--- config.mk ---
export PLATFORM = sky130hd
export DESIGN_NAME = uart_rx_frame_fifo
export DESIGN_NICKNAME = d
export VERILOG_FILES = /design/src/rtl/uart_rx_frame_fifo.sv
export SDC_FILE = /design/constraint.sdc
export NUM_CORES = 1
export LEC_CHECK = 0
export ABC_AREA = 1
export BUFFER_PORTS_ARGS = -buffer_cell sky130_fd_sc_hd__clkbuf_2
export CAP_MARGIN = 20
export CORE_UTILIZATION = 40
export DETAILED_ROUTE_END_ITERATION = 8
export SLEW_MARGIN = 20
export SYNTH_ARGS = -nofsm -noshare
export SYNTH_HDL_FRONTEND = slang
export SYNTH_SLANG_ARGS = --single-unit
--- constraint.sdc ---
create_clock -name clk -period 3.59 [get_ports clk]
set_clock_uncertainty 0.1 [all_clocks]
set_input_delay 0.1795 -clock clk [delete_from_list [all_inputs] [get_ports clk]]
set_output_delay 0.1795 -clock clk [all_outputs]
set_load 0.01 [all_outputs]
--- src/rtl/uart_rx_frame_fifo.sv ---
// uart_rx_frame_fifo
// Validates raw UART frames (start/stop, optional parity) and queues the
// payload of good frames in a small first-word-fall-through FIFO.
// Sticky error flags report framing, parity and overflow faults.
// Optional feature: define UART_RX_PARITY_EN to add a parity bit to the
// frame and enable the parity check (sense chosen by PARITY_ODD).
module uart_rx_frame_fifo #(
  parameter int DATA_W     = 8,
  parameter int DEPTH      = 4,
  parameter bit PARITY_ODD = 1'b0,
`ifdef UART_RX_PARITY_EN
  localparam int FW = DATA_W + 3
`else
  localparam int FW = DATA_W + 2
`endif
) (
  input  logic                     clk,
  input  logic                     reset,
  input  logic [FW-1:0]            frame_in,
  input  logic                     frame_valid,
  output logic [DATA_W-1:0]        rd_data,
  output logic                     rd_valid,
  input  logic                     rd_ready,
  output logic [$clog2(DEPTH):0]   count,
  output logic                     frame_err,
  output logic                     parity_err,
  output logic                     overflow,
  input  logic                     clr_err
);

  localparam int AW = $clog2(DEPTH);

  logic [DATA_W-1:0] mem [DEPTH];
  logic [AW-1:0]     wr_ptr;
  logic [AW-1:0]     rd_ptr;
  logic [AW-1:0]     rd_ptr_nx;

  logic [DATA_W-1:0] data;
  logic              framing_bad;
  logic              good;
  logic              full;
  logic              pop;
  logic              push;
  logic              ovf_set;

  assign data        = frame_in[DATA_W:1];
  assign framing_bad = frame_in[0] | ~frame_in[FW-1];

`ifdef UART_RX_PARITY_EN
  logic parity_bad;
  // Data plus parity bit must XOR to the selected sense (0 even, 1 odd).
  assign parity_bad = (^{data, frame_in[DATA_W+1]}) != PARITY_ODD;
  assign good       = ~framing_bad & ~parity_bad;
`else
  logic unused_parity_odd;
  assign unused_parity_odd = PARITY_ODD;
  assign good              = ~framing_bad;
`endif

  assign rd_valid  = (count != '0);
  assign full      = (count == (AW+1)'(DEPTH));
  assign pop       = rd_valid & rd_ready;
  // A pop frees a slot in the same cycle, so a full FIFO can still accept.
  assign push      = frame_valid & good & (~full | pop);
  assign ovf_set   = frame_valid & good & full & ~pop;
  assign rd_ptr_nx = rd_ptr + AW'(1);

  // Storage array; contents need no reset because count gates visibility.
  always_ff @(posedge clk) begin
    if (push) mem[wr_ptr] <= data;
  end

  // Pointers, occupancy and the registered head-of-queue output.
  always_ff @(posedge clk or posedge reset) begin
    if (reset) begin
      wr_ptr  <= '0;
      rd_ptr  <= '0;
      count   <= '0;
      rd_data <= '0;
    end else begin
      if (push) wr_ptr <= wr_ptr + AW'(1);
      if (pop)  rd_ptr <= rd_ptr_nx;
      case ({push, pop})
        2'b10:   count <= count + (AW+1)'(1);
        2'b01:   count <= count - (AW+1)'(1);
        default: count <= count;
      endcase
      // Head after a pop is the next stored entry, or the incoming word
      // when the popped entry was the last one; otherwise rd_data holds.
      if (pop) begin
        if (count > (AW+1)'(1))
          rd_data <= mem[rd_ptr_nx];
        else if (push)
          rd_data <= data;
      end else if (push && !rd_valid) begin
        rd_data <= data;
      end
    end
  end

  // Sticky framing and overflow flags; a new fault wins over clr_err.
  always_ff @(posedge clk or posedge reset) begin
    if (reset) begin
      frame_err <= 1'b0;
      overflow  <= 1'b0;
    end else begin
      if (frame_valid && framing_bad) frame_err <= 1'b1;
      else if (clr_err)               frame_err <= 1'b0;
      if (ovf_set)                    overflow  <= 1'b1;
      else if (clr_err)               overflow  <= 1'b0;
    end
  end

`ifdef UART_RX_PARITY_EN
  // Sticky parity flag; a new fault wins over clr_err.
  always_ff @(posedge clk or posedge reset) begin
    if (reset)                          parity_err <= 1'b0;
    else if (frame_valid && parity_bad) parity_err <= 1'b1;
    else if (clr_err)                   parity_err <= 1'b0;
  end
`else
  assign parity_err = 1'b0;
`endif

endmodule

Yosys cells after proc, flatten, opt, wreduce, memory -nomap -nowiden
Memory sizes are Yosys's and may differ from the RTL's.
Index checks and enable logic that the tools add are counted.
Word-level totals
  bits in registers: 17
  output and inout port bits: 15
  input bits: 15
  logic and storage cells: 46
  RAM bits: 32
  memories: 1
Memory list
  mem: depth 4, bits a word 8, read ports 1, clocked after memory_dff 0, write ports 1, RTL line 33  | logic [DATA_W-1:0] mem [DEPTH];
Cells by class
  eq/ne operators: 4
  $lt $le $gt $ge: 1
  bitwise logic cells: 11
  reductions and logical operators: 9
  mux-type cells: 10
  $add $sub $neg: 4
Operator list (count)
  8-bit two-way mux: 4
  2-bit nonzero test: 4
  3-bit case mux with 2 select lines: 1
  1-bit AND: 5
  1-bit two-way mux: 5
  2-bit by 1-bit adder with 2-bit output, second input constant: 2
  1-bit inverter: 4
  3-bit by 1-bit adder with 3-bit output, second input constant: 1
  3-bit == test, second input constant: 1
  3-bit by 1-bit greater-than comparator with 1-bit output, second input constant: 1
  3-bit by 1-bit inequality test with 1-bit output, second input constant: 1
  3-bit nonzero test: 1
  3-bit by 1-bit subtractor with 3-bit output, second input constant: 1
  2-bit by 1-bit == test with 1-bit output, second input constant: 1
  2-bit == test, second input constant: 1
  1-bit logical AND: 2
  1-bit bitwise OR: 2
  2-bit AND reduction: 1
  1-bit logical NOT: 1

Depth between registers and ports, before layout
  depth in word-level cells: 8
  depth in mapped cells: 10
  depth with buffers taken out: 10

Least setup slack after synthesis
No wires, ideal clock.
  path type: register to register
  start: reg count[0]
  end: mem mem[0][0] (enable)
  arrival time: 1.558 ns
  slack: 1.562 ns
  period minus slack after synthesis: 2.028 ns
  cell stages (with the launch flop): 8
  buffers on the path: 0
  data required time: 3.119 ns
  setup time: 0.371 ns
  cells stage by stage: dfrtp_1 inv_1 ha_1 nand2_1 nor2_2 nor2_4 inv_1 nor2_1
On the way
  longest elaborated chain between the ends: 6
  elaborated cells between the ends (all ways): 8
  those cells by class: eq/ne (1); mux (2); bitwise (4); reduce/logical (1)
RTL lines
  start, declared: RTL line 24  | output logic [$clog2(DEPTH):0] count,
  start signal, assigned: RTL line 84  | 2'b10: count <= count + (AW+1)'(1);
  start signal, assigned: RTL line 85  | 2'b01: count <= count - (AW+1)'(1);
  start signal, assigned: RTL line 86  | default: count <= count;
  3-bit nonzero test or 3-bit == test (tied branches): RTL line 60, 61
  1-bit AND or 1-bit inverter (tied branches): RTL line 62, 64
  1-bit bitwise OR *: RTL line 64  | assign push = frame_valid & good & (~full | pop);
  1-bit AND *: RTL line 64
  1-bit two-way mux *: RTL line 70  | if (push) mem[wr_ptr] <= data;
  1-bit two-way mux (implied by the code) *: RTL line 70
  end, declared: RTL line 33
Every way passes the cells marked *; elsewhere a longest branch is shown, timed or not.

Final worst setup path
  start: reg count[0]
  end: mem mem[2][1] (enable)
Same word-level chain as after synthesis.

==> run summary <==
status = completed
HP Start = frame_valid
Die Ht = 79.1 um
global-route wire length before repair = 7250 um
Root Driver = clkbuf_8
vias in the first global route = 1,414
share of cells above drive strength 1 = 23.8%
number of detailed-route iterations in the first pass = 4
total grt overflow = 0
Crit Path Max Fanout = 8
WP data required = 3450 ps
dpl cells = 335
vias per std cell = 4.46
Worst Tran Pin Value = 696 ps
post-synth top area share = 40.4%
Final Setup Violations = 0
final-report max-slew violation count = 0
Final #Nets = 295
Post-DP HPWL = 3490 um
largest area contributor in the netlist = edfxtp_1
area grow syn2layout = 13.6%
yosys warns = 0
WHS Path Cells = 3
CTS clk-pin slew, worst paths = 100 ps
Final GP Congestion = 0.828
CTS tree = done
fin crit share = 61.5%
main area contributors after synthesis = edfxtp_1, dfrtp_1, nand2_1
Post-Route WL = 4540 um
site row count = 27
drt drc = 0
Post-DRT Antenna Nets = 0
WL/cell = 13.1 um
post-cts sizing count = 0
Reg2Reg Setup Slack = 1380 ps
setup repair bufs after CTS = 0
# Max-Cap Violations = 0
initial antenna violation count = 0
Worst VDD drop = 0.267 mV
Worst R2R End = mem[2][1]
Worst Setup Path Type = reg2reg
Hold Vio Cnt, Final = 0
CTS Buffer Depth = 2
number of port buffers = 28
Critical Path AT = 2060 ps
FILL cells = 543
reg2reg start = count[0]
post-route minimum period = 2210 ps
sequential cell area = 1390 um2
Post-Syn Nets = 262
synth unique cells = 26
die area = 6260 um2
area of the multi-input gates = 818 um2
final worst slack = 1380 ps
Top-Level Pins = 30
core area = 5610 um2
final instance area = 2700 um2
cell area after synthesis = 2380 um2
r2r worst-path depth = 7
Worst-Skew Late Latency = 310 ps
Initial Utilization = 42.4%
antenna cells = 0
DR iter-0 viols = 77
pre-CTS setup slack = 1380 ps
FF+latch count, synth = 49
worst min-delay path class = in2reg
Slew HR = 53.5%
sequential-to-total area share from yosys stat = 58.3%
leading cell type in the layout, fill and taps excluded = nand2_1
most frequent cells in the layout = nand2_1, edfxtp_1, inv_1, clkbuf_2, dfrtp_1
Layout Cells excl Fill = 345
largest net degree at the start of global routing = 19
post-placement cell area = 2580 um2
Die Width = 79.1 um
RSZ-0062 raised after global routing = no
Setup TNS = 0 ps
Power Density = 732 nW/um2
Syn Inst Count = 239
Post-Syn Area per Cell = 9.96 um2
fmax = 453 MHz
LEAKAGE = 1.25 nW
vias post-DR = 1,537
Critical Path End Type = register
Hold Crit Endpoint = frame_err
CTS sink count = 49
Worst setup SP type = register
Global Route Usage Sum = 16.0%
H-tree Lvls = 2
CTS Buf Count = 5
==> sequential cells by signal, summed over array words and instances, names as in the netlist <==
name	flops
count	3
frame_err	1
mem	32
overflow	1
rd_data	8
rd_ptr	2
wr_ptr	2
==> worst max-delay path by stage <==
stage,end,cells after the start,startpoint
5_1_grt,mem[3][2],7,count[0]
3_5_place_dp,mem[1][0],7,count[0]
2_1_floorplan,mem[0][0],7,count[0]
3_3_place_gp,mem[1][6],7,count[0]
6_report,mem[2][1],7,count[0]
4_1_cts,mem[2][3],7,count[0]
==> worst max-delay path: stages (launching register included) <==
cell and delay (ps):
dfrtp_1 440, inv_1 110, ha_1 280, nand2_1 120
nor2_2 60, nor2_4 130, inv_1 110, nor2_1 490
==> per-stage QoR <==
stage          hold WS [ps]  power [W]  utilization [%]
5_1_grt                32.1    0.00215             48.2
6_report               17.4    0.00198             48.2
3_5_place_dp            204    0.00165             46.0
3_3_place_gp            203    0.00165             46.0
2_1_floorplan          5.57    0.00144                -
4_1_cts                17.6    0.00200             48.2
==> Yosys cell counts, drive strengths merged <==
master and n:
nand3 10, conb 1, o21ai 12, nand2 92, clkinv 1, edfxtp 32
nor2 16, dfrtp 17, a21oi 7, inv 34, xnor2 1, buf 4
ha 8, xor2 4
==> routing by layer <==
layer  part of all wire (%)  track usage (%)
met1                     50             23.7
met2                     43             22.0
met3                    4.9             4.02
met4                    1.7             6.73
met5                      0                0
==> where the power goes <==
part,total (W),switching (W),leakage [nW],internal [W]
clock network,0.000349,0.000203,0.0511,0.000145
logic,0.000805,0.000509,0.704,0.000296
registers,0.000826,0.000114,0.493,0.000713
==> cells by family (layout without fill, tap and decap cells) <==
family,Yosys count,count (layout),share of synthesized area (%)
AOI/OAI and AO/OA,19,19,4.00
xor gates and xnor gates,5,5,1.84
adders and majority gates,8,8,4.21
buffers and inverters,39,73,7.36
DFF,49,49,58.3
other,1,1,0.158
and+or+nand+nor,118,118,24.2
==> cell type report <==
type                            count  area share [%]
Sequential cell                    49            51.3
Multi-Input combinational cell    151            30.3
Timing Repair Buffer               30            5.92
Inverter                           35            5.41
Tap cell                           72            3.33
Clock buffer                        5            2.55
Clock inverter                      3            1.25
==> repair_timing <==
action,4_1_cts,5_1_grt
hold buffers,2,0
endpoints found under the setup margin,0,0
endpoints found under the hold margin,19,0
Power figures use the tool's default switching activity.
